==> config.mk <==
export PLATFORM = sky130hd
export DESIGN_NAME = port_bus_arbiter
export DESIGN_NICKNAME = d
export VERILOG_FILES = /design/src/rtl/port_bus_arbiter.sv
export SDC_FILE = /design/constraint.sdc
export NUM_CORES = 1
export LEC_CHECK = 0
export BUFFER_PORTS_ARGS = -buffer_cell sky130_fd_sc_hd__buf_4
export CORE_UTILIZATION = 45
export CTS_BUF_LIST = sky130_fd_sc_hd__clkbuf_4 sky130_fd_sc_hd__clkbuf_8
export DETAILED_ROUTE_END_ITERATION = 8
export PLACE_DENSITY = 0.78
export SYNTH_ARGS = -nofsm -noshare
export SYNTH_HDL_FRONTEND = slang
export SYNTH_SLANG_ARGS = --single-unit
==> constraint.sdc <==
create_clock -name clk -period 1.7 [get_ports clk]
set_input_delay 0.34 -clock clk [delete_from_list [all_inputs] [get_ports clk]]
set_output_delay 0.34 -clock clk [all_outputs]
set_load 0.02 [all_outputs]
==> src/rtl/port_bus_arbiter.sv <==
// rtl/port_bus_arbiter.sv - two-master round-robin arbiter for the 8-bit port bus
// Each granted access runs setup -> strobe -> capture/ack as whole, non-overlapping transactions.
module port_bus_arbiter #(
  parameter int unsigned SETUP_CYCLES = 1
) (
  input  logic       clk,
  input  logic       reset,
  input  logic       m0_req,
  input  logic       m0_we,
  input  logic [7:0] m0_port_id,
  input  logic [7:0] m0_wdata,
  output logic       m0_ack,
  output logic [7:0] m0_rdata,
  input  logic       m1_req,
  input  logic       m1_we,
  input  logic [7:0] m1_port_id,
  input  logic [7:0] m1_wdata,
  output logic       m1_ack,
  output logic [7:0] m1_rdata,
  output logic [7:0] port_id,
  output logic [7:0] out_port,
  output logic       write_strobe,
  output logic       read_strobe,
  input  logic [7:0] in_port,
  output logic       busy,
  output logic       grant
);

  typedef enum logic [1:0] {IDLE, SETUP, STROBE, DONE} state_t;

  state_t     state_q;
  logic [3:0] cnt_q;
  logic       last_q;
  logic       grant_q;
  logic       we_q;
  logic [7:0] port_id_q;
  logic [7:0] out_port_q;
  logic [7:0] m0_rdata_q;
  logic [7:0] m1_rdata_q;
  logic       write_strobe_q;
  logic       read_strobe_q;
  logic       m0_ack_q;
  logic       m1_ack_q;
  logic       busy_q;
  logic       pick_d;

  // On a tie the master that did not own the previous transaction wins.
  always_comb begin
    pick_d = m1_req;
    if (m0_req && m1_req) begin
      pick_d = ~last_q;
    end
  end

  always_ff @(posedge clk or posedge reset) begin
    if (reset) begin
      state_q        <= IDLE;
      cnt_q          <= 4'd0;
      last_q         <= 1'b1;
      grant_q        <= 1'b0;
      we_q           <= 1'b0;
      port_id_q      <= 8'd0;
      out_port_q     <= 8'd0;
      m0_rdata_q     <= 8'd0;
      m1_rdata_q     <= 8'd0;
      write_strobe_q <= 1'b0;
      read_strobe_q  <= 1'b0;
      m0_ack_q       <= 1'b0;
      m1_ack_q       <= 1'b0;
      busy_q         <= 1'b0;
    end else begin
      case (state_q)
        IDLE: begin
          if (m0_req || m1_req) begin
            grant_q <= pick_d;
            if (pick_d) begin
              we_q      <= m1_we;
              port_id_q <= m1_port_id;
              if (m1_we) out_port_q <= m1_wdata;
            end else begin
              we_q      <= m0_we;
              port_id_q <= m0_port_id;
              if (m0_we) out_port_q <= m0_wdata;
            end
            cnt_q   <= 4'(SETUP_CYCLES - 1);
            busy_q  <= 1'b1;
            state_q <= SETUP;
          end
        end
        SETUP: begin
          if (cnt_q == 4'd0) begin
            write_strobe_q <= we_q;
            read_strobe_q  <= ~we_q;
            state_q        <= STROBE;
          end else begin
            cnt_q <= cnt_q - 4'd1;
          end
        end
        STROBE: begin
          // in_port is sampled on the same edge that write targets register out_port.
          if (!we_q) begin
            if (grant_q) m1_rdata_q <= in_port;
            else         m0_rdata_q <= in_port;
          end
          write_strobe_q <= 1'b0;
          read_strobe_q  <= 1'b0;
          m0_ack_q       <= ~grant_q;
          m1_ack_q       <= grant_q;
          last_q         <= grant_q;
          state_q        <= DONE;
        end
        DONE: begin
          m0_ack_q <= 1'b0;
          m1_ack_q <= 1'b0;
          busy_q   <= 1'b0;
          state_q  <= IDLE;
        end
        default: state_q <= IDLE;
      endcase
    end
  end

  assign port_id      = port_id_q;
  assign out_port     = out_port_q;
  assign write_strobe = write_strobe_q;
  assign read_strobe  = read_strobe_q;
  assign m0_ack       = m0_ack_q;
  assign m1_ack       = m1_ack_q;
  assign m0_rdata     = m0_rdata_q;
  assign m1_rdata     = m1_rdata_q;
  assign busy         = busy_q;
  assign grant        = grant_q;

endmodule
==> results of run 1 <==
[cells in the final DEF (no fill, tap or decap), drive strengths merged, types with 2 or more instances in the layout]
cell	n
buf	107
dfrtp	45
mux2	34
o21ai	18
nand2	13
mux2i	10
inv	10
clkbuf	8
ha	6
nor2	5
nor2b	4
nand3b	3
o311ai	3
or3b	2
nor3b	2
a21oi	2
[what timing repair did]
action,CTS,global route
endpoints found under the setup margin,6,24
gates cloned,0,1
resized for setup,3,14
pin swaps,0,1
setup buffers,1,5
[registers in the layout, summed over array words and instances (netlist names), 2 cells and up]
name      flops
out_port      8
m0_rdata      8
port_id       8
cnt_q         4
state_q       2
m1_rdata      8
[cells by family after synthesis]
group	Yosys count	share of synthesized area
compound gates	29	0.0897
fa+ha+maj	6	0.0347
buf+inv	16	0.0353
flops	46	0.533
mux	44	0.225
simple gates	33	0.0827
[worst reg2reg max path, cell delays in order, from the launching register on]
cell and delay, ns:
dfrtp_1 0.40, inv_2 0.09, ha_4 0.15, buf_4 0.13, nand2_2 0.07, o32ai_4 0.20, clkbuf_16 0.21, mux2_2 0.32
[layout make-up]
| cell class | count | area share |
|---|---|---|
| clock inverter | 1 | 0.00932 |
| clock buffer | 7 | 0.0260 |
| multi-input combinational | 112 | 0.309 |
| inverter | 10 | 0.0117 |
| tap | 52 | 0.0202 |
| sequential | 46 | 0.358 |
| timing repair buffer | 108 | 0.266 |
[power groups by stage]
stage	clock network (uW)	logic, uW	registers (uW)
4_1_cts	845	2820	1890
3_3_place_gp	0	2750	1880
3_5_place_dp	0	2810	1910
6_report	824	2920	1890
5_1_grt	885	3150	1960
2_1_floorplan	0	1050	2430
[routing by layer]
layer | wire length, um | global-route usage | vias to the layer above
li1 | - | - | 838
met1 | 1960 | 0.221 | 842
met2 | 2530 | 0.361 | 64
met3 | 338 | 0.0689 | 8
met4 | 59 | 0.0689 | 0
met5 | 0 | 0 | -
[worst max path at each step]
stage | start | endpoint | cells past startpoint | slack [ns]
2_1_floorplan | state_q[0] | state_q[1] | 5 | 0.0007
3_3_place_gp | cnt_q[0] | state_q[1] | 5 | -0.02
3_5_place_dp | cnt_q[0] | cnt_q[0] | 5 | -0.07
4_1_cts | cnt_q[0] | state_q[1] | 5 | 0.006
5_1_grt | state_q[1] | out_port[1] | 7 | -0.02
6_report | state_q[0] | out_port[5] | 7 | 0.02
[metrics by stage]
stage | TNS [ns] | area [um^2] | cells | worst slack (ns) | hold WS (ns)
6_report | 0 | 3220 | 336 | 0.0227 | 0.0519
5_1_grt | -0.0907 | 3220 | 336 | -0.0211 | 0.0799
4_1_cts | 0 | 3120 | 330 | 0.00635 | 0.0620
3_5_place_dp | -0.154 | 2990 | 321 | -0.0666 | 0.391
3_3_place_gp | -0.0162 | 2990 | 321 | -0.0162 | 0.379
2_1_floorplan | 0 | 2180 | 174 | 0.000725 | 0.469
==> flow_metrics.py, run 1 <==
metrics = {
    "grt": {
        "antenna_found_initial": 0,
        "grt_usage": 0.201,
        "grt_overflow": 0,
        "grt_start_max_net_pins": 22,
        "grt_pass1_wl_um": 7960,
        "grt_pass1_vias": 1789,
    },
    "synth": {
        "avgSynthCellArea_um2": 12.4,
        "synth.most_common_cell": "dfrtp_1",
        "synth_ff_type": "dfrtp_1",
        "synth_area_leaders": "dfrtp_1 52%, mux2_2 17%, mux2i_1 4.6%",
        "netlist_area_um2": 2160,
        "ys_ff_latch": 46,
        "synth_cell_types": 33,
        "synth_edf_count": 0,
        "yosysTopAreaCellShare": 0.521,
        "yosys.area.top_type": "dfrtp_1",
        "ys_seq_area_frac": 0.533,
        "synthTopCellsByCount": "45 x dfrtp_1, 33 x mux2_2, 17 x o21ai_0, 13 x nand2_1",
        "syn_nets": 226,
        "async_reset_ff_frac": 1.00,
        "syn_inst": 174,
        "synth.yosys.warnings": 0,
    },
    "placement": {
        "dp_hpwl_um": 3630,
        "place_congestion": 0.800,
        "numPortBuffers": 83,
    },
    "routing": {
        "via_per_inst": 5.21,
        "antenna_left": 0,
        "vias": 1752,
        "wire_per_inst_um": 14.5,
        "finalWirelength_um": 4890,
        "drc": 5,
        "drtIter0Drc": 63,
        "first_pass_iters": 6,
    },
    "critical_path": {
        "crit_path_max_incr_delay_ns": 0.40,
        "crit_path_start_kind": "register",
        "endpoint_kind": "register",
        "worstPathMaxFanout": 4,
        "r2r_slack_ns": 0.02,
        "r2r_start": "state_q[0]",
        "cp.required_ns": 1.89,
        "crit_buf_inv": 3,
        "cpLargestDelayFamily": "buffers and inverters",
        "worstSetupPathType": "register to register",
        "rr_worst_depth": 7,
        "cp_slowest_cell": "dfrtp_1",
        "worstPathArrival_ns": 1.87,
        "r2r_end": "out_port[5]",
        "crit_chain": "inv_2 > ha_4 > buf_4 > nand2_2 > o32ai_4 > clkbuf_16 > mux2_2",
    },
    "power": {
        "p_total_uw": 5640,
        "p_sw_frac": 0.371,
        "p_per_area_nw_per_um2": 1750,
        "seqPwrFrac": 0.336,
        "vdd_drop_max_mv": 0.921,
        "power_frac_comb": 0.518,
        "p_sw_uw": 2090,
        "leakage_uw": 0.00158,
        "intPower_uw": 3550,
        "pwr-share-clk": 0.146,
    },
    "floorplan": {
        "initial_core_util": 0.484,
        "die_h_um": 71.3,
        "row_count": 24,
        "dieArea_um2": 5090,
        "ioPinCount": 84,
        "die_w_um": 71.3,
        "core_um2": 4470,
    },
    "status": {
        "outcome": "finished with violations",
        "violations": "design-rule violations",
    },
    "clocking": {
        "htreeDepth": 2,
        "clk_pin_slew_worst_paths_ns": 0.08,
        "cts_sinks": 46,
        "cts_tree": "done",
        "insertion_delay_ns": 0.30,
        "cts_hold_buf": 0,
        "clockBufferDepth": 2,
        "numCtsBuffers": 5,
        "clock-root-buffer": "clkbuf_8",
    },
    "timing": {
        "setup_violations": 0,
        "min_period_ns": 1.68,
        "fmax_mhz": 596,
        "drv_slew": 0,
        "clock_skew_ns": 0.00725,
        "slew_headroom": 0.693,
        "layout_worst_path_cycle_share": 0.987,
        "hold_viol": 0,
        "tightest_slew_ns": 0.460,
    },
    "min_path": {
        "hp-class": "primary input to async pin",
    },
    "cells_and_area": {
        "area_growth_pct": 48.9,
        "drive_gt1_frac": 0.585,
        "num-fill-cells": 313,
        "nets": 335,
        "diodes": 0,
        "utilization": 0.720,
        "regArea_um2": 1150,
        "multi_input_area_um2": 996,
    },
    "run": {
        "maxCapViolCount": 0,
    },
}
Note: power is estimated with default switching activity, not from simulation.
==> run 2: changes to the inputs <==
--- a/config.mk
+++ b/config.mk
@@ -5,11 +5,12 @@
 export SDC_FILE = /design/constraint.sdc
 export NUM_CORES = 1
 export LEC_CHECK = 0
+export ABC_AREA = 1
 export BUFFER_PORTS_ARGS = -buffer_cell sky130_fd_sc_hd__buf_4
-export CORE_UTILIZATION = 45
+export CORE_UTILIZATION = 50
 export CTS_BUF_LIST = sky130_fd_sc_hd__clkbuf_4 sky130_fd_sc_hd__clkbuf_8
 export DETAILED_ROUTE_END_ITERATION = 8
-export PLACE_DENSITY = 0.78
+export PLACE_DENSITY = 0.82
 export SYNTH_ARGS = -nofsm -noshare
 export SYNTH_HDL_FRONTEND = slang
 export SYNTH_SLANG_ARGS = --single-unit
==> constraint.sdc (replaced) <==
create_clock -name clk -period 1.9 [get_ports clk]
set_input_delay 0.38 -clock clk [delete_from_list [all_inputs] [get_ports clk]]
set_output_delay 0.38 -clock clk [all_outputs]
set_load 0.02 [all_outputs]
==> run 2 against run 1 <==
Net effect:
- the flow now finishes without violations
- non-clock buffer count fell by 20
- clock power fell by 10%
- clock skew fell by 0.0021 ns
- synthesized cell count rose by 48%
- sequential share of layout area rose by 3.3 points
- flip-flop and latch count did not move
- critical endpoint is now out_port[1]
- largest cell class unchanged
- largest power group unchanged
==> flow_metrics.py, run 2 <==
metrics = {
    "routing": {
        "antenna_left": 0,
        "wl_met2_um": 2350,
        "wire_per_inst_um": 12.6,
        "top_layer": "met4",
        "dr_wl_met3_um": 253,
        "vias": 1996,
        "finalWirelength_um": 4970,
        "first_pass_iters": 4,
        "via_per_inst": 5.07,
        "drtIter0Drc": 90,
        "wl_met1_um": 2210,
        "drc": 0,
    },
    "clocking": {
        "post_cts_buffers": 0,
        "cts_hold_buf": 0,
        "clock-root-buffer": "clkbuf_8",
        "cts_sinks": 46,
        "numCtsBuffers": 5,
        "cts_resized": 0,
        "htreeDepth": 2,
        "clk_pin_slew_worst_paths_ns": 0.09,
        "clockBufferDepth": 2,
        "cts_tree": "done",
        "insertion_delay_ns": 0.31,
    },
    "floorplan": {
        "core_um2": 4090,
        "die_h_um": 67.9,
        "die_w_um": 67.9,
        "row_count": 23,
        "dieArea_um2": 4610,
        "initial_core_util": 0.532,
        "ioPinCount": 84,
    },
    "timing": {
        "clock_skew_ns": 0.00515,
        "slew_headroom": 0.621,
        "layout_worst_path_cycle_share": 0.885,
        "rsz0062_at_grt": "false",
        "holdWs_ns": 0.200,
        "drv_slew": 0,
        "setup_violations": 0,
        "min_period_ns": 1.68,
        "tightest_slew_ns": 0.569,
        "fmax_mhz": 595,
        "hold_viol": 0,
        "fin_setup_tns_ns": 0,
    },
    "grt": {
        "grt_usage": 0.237,
        "grt_pass1_wl_um": 8070,
        "grt_start_max_net_pins": 47,
        "grt_pass1_vias": 1904,
        "grt_overflow": 0,
        "antenna_found_initial": 0,
    },
    "synth": {
        "ys_seq_area_frac": 0.530,
        "synth_edf_count": 0,
        "synthTopCellsByCount": "79 x nand2_1, 45 x dfrtp_1, 42 x nand3_1, 26 x inv_1, 25 x o21ai_0",
        "yosysTopAreaCellShare": 0.518,
        "synth.most_common_cell": "nand2_1",
        "yosys.area.top_type": "dfrtp_1",
        "netlist_area_um2": 2170,
        "syn_inst": 257,
        "syn_nets": 309,
        "synth_area_leaders": "dfrtp_1 52%, nand2_1 14%, nand3_1 9.7%",
        "ys_ff_latch": 46,
        "avgSynthCellArea_um2": 8.46,
        "synth_cell_types": 23,
        "synth_ff_type": "dfrtp_1",
        "synth.yosys.warnings": 0,
        "async_reset_ff_frac": 1.00,
    },
    "critical_path": {
        "r2r_slack_ns": 0.22,
        "crit_path_start_kind": "register",
        "cp.required_ns": 2.10,
        "endpoint_kind": "register",
        "worstPathArrival_ns": 1.88,
        "worstPathMaxFanout": 11,
        "r2r_end": "out_port[1]",
        "worstSetupPathType": "register to register",
        "rr_worst_depth": 7,
        "r2r_start": "state_q[0]",
    },
    "cells_and_area": {
        "final_cell_mix": "88 x buf_4, 79 x nand2_1, 45 x dfrtp_1, 42 x nand3_1",
        "drive_gt1_frac": 0.302,
        "area_growth_pct": 35.8,
        "nets": 395,
        "final_common_cell": "buf_4",
        "diodes": 0,
        "utilization": 0.722,
    },
    "min_path": {
        "hp-class": "primary input to async pin",
    },
    "placement": {
        "place_congestion": 0.759,
        "dp_hpwl_um": 3620,
        "numPortBuffers": 83,
    },
    "power": {
        "leakage_uw": 0.00160,
        "p_per_area_nw_per_um2": 1680,
        "vdd_drop_max_mv": 0.861,
        "p_total_uw": 4960,
    },
    "run": {
        "maxCapViolCount": 0,
    },
    "status": {
        "outcome": "finished, final reports clean",
    },
}
-- run 2: layer usage --
layer,vias up,track usage
li1,999,-
met1,929,0.282
met2,55,0.391
met3,13,0.0600
met4,0,0.130
met5,-,0
-- run 2: logic make-up (layout without fill, tap and decap cells) --
group,Yosys count,after routing,synth area share
XOR/XNOR,1,1,0.00403
flip-flops,46,46,0.530
buffers and inverters,36,123,0.0731
AO/OA/AOI/OAI,38,38,0.104
AND/OR/NAND/NOR,130,130,0.254
adder cells (fa/ha/maj),6,6,0.0345
-- run 2: layout make-up --
class	instances	area, um^2
timing repair buffer	88	661
clock inverter	3	43.8
multi-input combinational	175	862
sequential	46	1150
tap	50	62.6
fill	345	1130
clock buffer	5	68.8
inverter	27	101
-- run 2: stage by stage --
stage / worst slack, ns / cell area (um^2) / std cells
2_1_floorplan: 0.434 / 2170 / 257
3_3_place_gp: 0.310 / 2840 / 386
3_5_place_dp: 0.248 / 2840 / 386
4_1_cts: 0.223 / 2950 / 394
5_1_grt: 0.0323 / 2950 / 394
6_report: 0.218 / 2950 / 394
-- run 2: power by group --
part	switching, uW	total (uW)	internal [uW]	leakage (uW)
Combinational	1430	2460	1030	0.000975
Clock	344	738	394	0.0000585
Sequential	298	1760	1460	0.000562
Total	2080	4960	2880	0.00160
-- run 2: how the worst max path moves through the flow --
stage,startpoint,slack [ns],endpoint,cells past startpoint
after floorplan,reset,0.43,busy,1
after global placement,state_q[0],0.31,m1_rdata[4],7
after detailed placement,state_q[0],0.25,out_port[7],7
after CTS,state_q[0],0.22,m1_rdata[4],7
after global routing,state_q[0],0.03,m1_rdata[0],7
final,state_q[0],0.22,out_port[1],7
-- run 2: critical path, cell delays in order (launching register included) --
cell and delay, ns:
dfrtp_1 0.42, inv_1 0.13, ha_1 0.20, inv_1 0.09, a21oi_4 0.29, nand3_2 0.25, nand2_1 0.12, nand2_1 0.06
==> run 3: changes to the inputs <==
==> constraint.sdc (replaced) <==
create_clock -name clk -period 1.7 [get_ports clk]
set_input_delay 0.34 -clock clk [delete_from_list [all_inputs] [get_ports clk]]
set_output_delay 0.34 -clock clk [all_outputs]
set_load 0.02 [all_outputs]
==> run 3 against run 2 <==
Net effect:
- sequential power grew 12%
- fmax grew 9.3%
- routed wire length up 2.0%
- setup slack lost 0.057 ns
- sequential share of layout area about the same
- via count grew 0.35%
- largest cell class unchanged
- critical path type unchanged
- clock-buffer cell count unchanged
- power grew 9.3%
- critical path depth did not move
==> flow_metrics.py, run 3 (synthesis results as in run 2) <==
metrics = {
    "floorplan": {
        "initial_core_util": 0.532,
        "dieArea_um2": 4610,
        "ioPinCount": 84,
        "die_h_um": 67.9,
        "core_um2": 4090,
        "die_w_um": 67.9,
        "row_count": 23,
    },
    "routing": {
        "first_pass_iters": 4,
        "via_per_inst": 5.05,
        "drtIter0Drc": 83,
        "antenna_left": 0,
        "drc": 0,
        "vias": 2003,
        "finalWirelength_um": 5060,
        "wire_per_inst_um": 12.8,
    },
    "min_path": {
        "hp-class": "primary input to async pin",
    },
    "timing": {
        "clock_skew_ns": 0.00615,
        "min_period_ns": 1.54,
        "fmax_mhz": 650,
        "tightest_slew_ns": 0.463,
        "layout_worst_path_cycle_share": 0.905,
        "hold_viol": 0,
        "rsz0062_at_grt": "false",
        "fin_setup_tns_ns": 0,
        "setup_violations": 0,
        "slew_headroom": 0.691,
        "drv_slew": 0,
        "holdWs_ns": 0.0161,
    },
    "grt": {
        "grtUsageMet3": 0.0683,
        "antenna_found_initial": 0,
        "grt_usage": 0.249,
        "grt_overflow": 0,
        "grt_busiest_layer": "met2",
        "grt_start_max_net_pins": 21,
        "grt_util_met1": 0.312,
        "grt_pass1_wl_um": 8400,
        "met2_usage": 0.401,
        "grt_pass1_vias": 1927,
    },
    "status": {
        "outcome": "finished, final reports clean",
    },
    "clocking": {
        "cts_tree": "done",
        "htreeDepth": 2,
        "cts_sinks": 46,
        "post_cts_buffers": 0,
        "cts_hold_buf": 0,
        "insertion_delay_ns": 0.30,
        "cts_resized": 0,
        "clk_pin_slew_worst_paths_ns": 0.09,
        "clock-root-buffer": "clkbuf_8",
        "clockBufferDepth": 2,
        "numCtsBuffers": 5,
    },
    "cells_and_area": {
        "nets": 398,
        "area_growth_pct": 35.9,
        "final_cell_mix": "91 x buf_4, 78 x nand2_1, 45 x dfrtp_1, 42 x nand3_1",
        "diodes": 0,
        "drive_gt1_frac": 0.311,
        "final_common_cell": "buf_4",
    },
    "power": {
        "p_sw_frac": 0.431,
        "intPower_uw": 3080,
        "leakage_uw": 0.00160,
        "p_total_uw": 5420,
        "seqPwrFrac": 0.364,
        "p_per_area_nw_per_um2": 1830,
        "pwr-share-clk": 0.125,
        "vdd_drop_max_mv": 0.979,
        "p_sw_uw": 2340,
        "power_frac_comb": 0.511,
    },
    "critical_path": {
        "worstSetupPathType": "register to register",
        "endpoint_kind": "register",
        "cp.required_ns": 1.94,
        "worstPathMaxFanout": 10,
        "crit_path_start_kind": "register",
        "worstPathArrival_ns": 1.78,
    },
    "placement": {
        "dp_hpwl_um": 3800,
        "place_congestion": 0.833,
        "numPortBuffers": 83,
    },
    "run": {
        "maxCapViolCount": 0,
    },
}
## run 3: cell types whose count changed in the layout (fill, tap and decap cells not counted)
| cell | before | now |
|---|---|---|
| bufinv_16 | 1 | 0 |
| nand2_1 | 79 | 78 |
| clkinv_4 | 0 | 1 |
| inv_6 | 1 | 0 |
| nand2_2 | 1 | 2 |
| clkinvlp_4 | 0 | 1 |
| buf_4 | 88 | 91 |
## run 3: worst paths after layout
kind | endpoint | slack, ns | depth (start not counted) | start
max | out_port[0] | 0.16 | 7 | last_q
min | m0_rdata[7] | 0.02 | 2 | reset
max reg2reg | out_port[0] | 0.16 | 7 | last_q
min reg2reg | last_q | 0.49 | 2 | last_q
max in group asynchronous | port_id[6] | 1.14 | 3 | reset
min in group clk | m0_rdata[7] | 0.31 | 3 | in_port[7]
## run 3: power groups by stage
stage	Combinational, uW	Sequential, uW	Clock, uW
detailed placement	2790	1980	0
global placement	2690	1980	0
global route	3080	2040	728
CTS	2790	1980	692
finish	2770	1970	676
floorplan	1180	2470	0
## run 3: final cells by class
| class | instances | area [um^2] |
|---|---|---|
| clock buffer | 5 | 68.8 |
| clock inverter | 3 | 21.3 |
| fill | 332 | 1130 |
| inverter | 27 | 101 |
| multi-input combinational | 175 | 865 |
| sequential | 46 | 1150 |
| tap | 50 | 62.6 |
| timing repair buffer | 91 | 683 |
## run 3: metal layers
metal | routed length (um) | share of wire
met1 | 2230 | 0.44
met2 | 2430 | 0.48
met3 | 309 | 0.061
met4 | 93 | 0.018
met5 | 0 | 0
## run 3: through the flow
step,cells,setup slack [ns],cell area [um^2],utilization
floorplan,257,0.274,2170,-
global placement,389,0.217,2860,0.700
detailed placement,389,0.0759,2860,0.700
CTS,397,0.0725,2950,0.722
global route,397,0.0254,2950,0.723
finish,397,0.162,2950,0.723
## run 3: worst max-delay path: stages (launching register included)
cell     delay [ns]
dfstp_2        0.55
nand2_2        0.13
nand2_1        0.28
buf_4          0.23
nand2_1        0.06
nand2_1        0.07
nand3_1        0.07
nand2_1        0.08
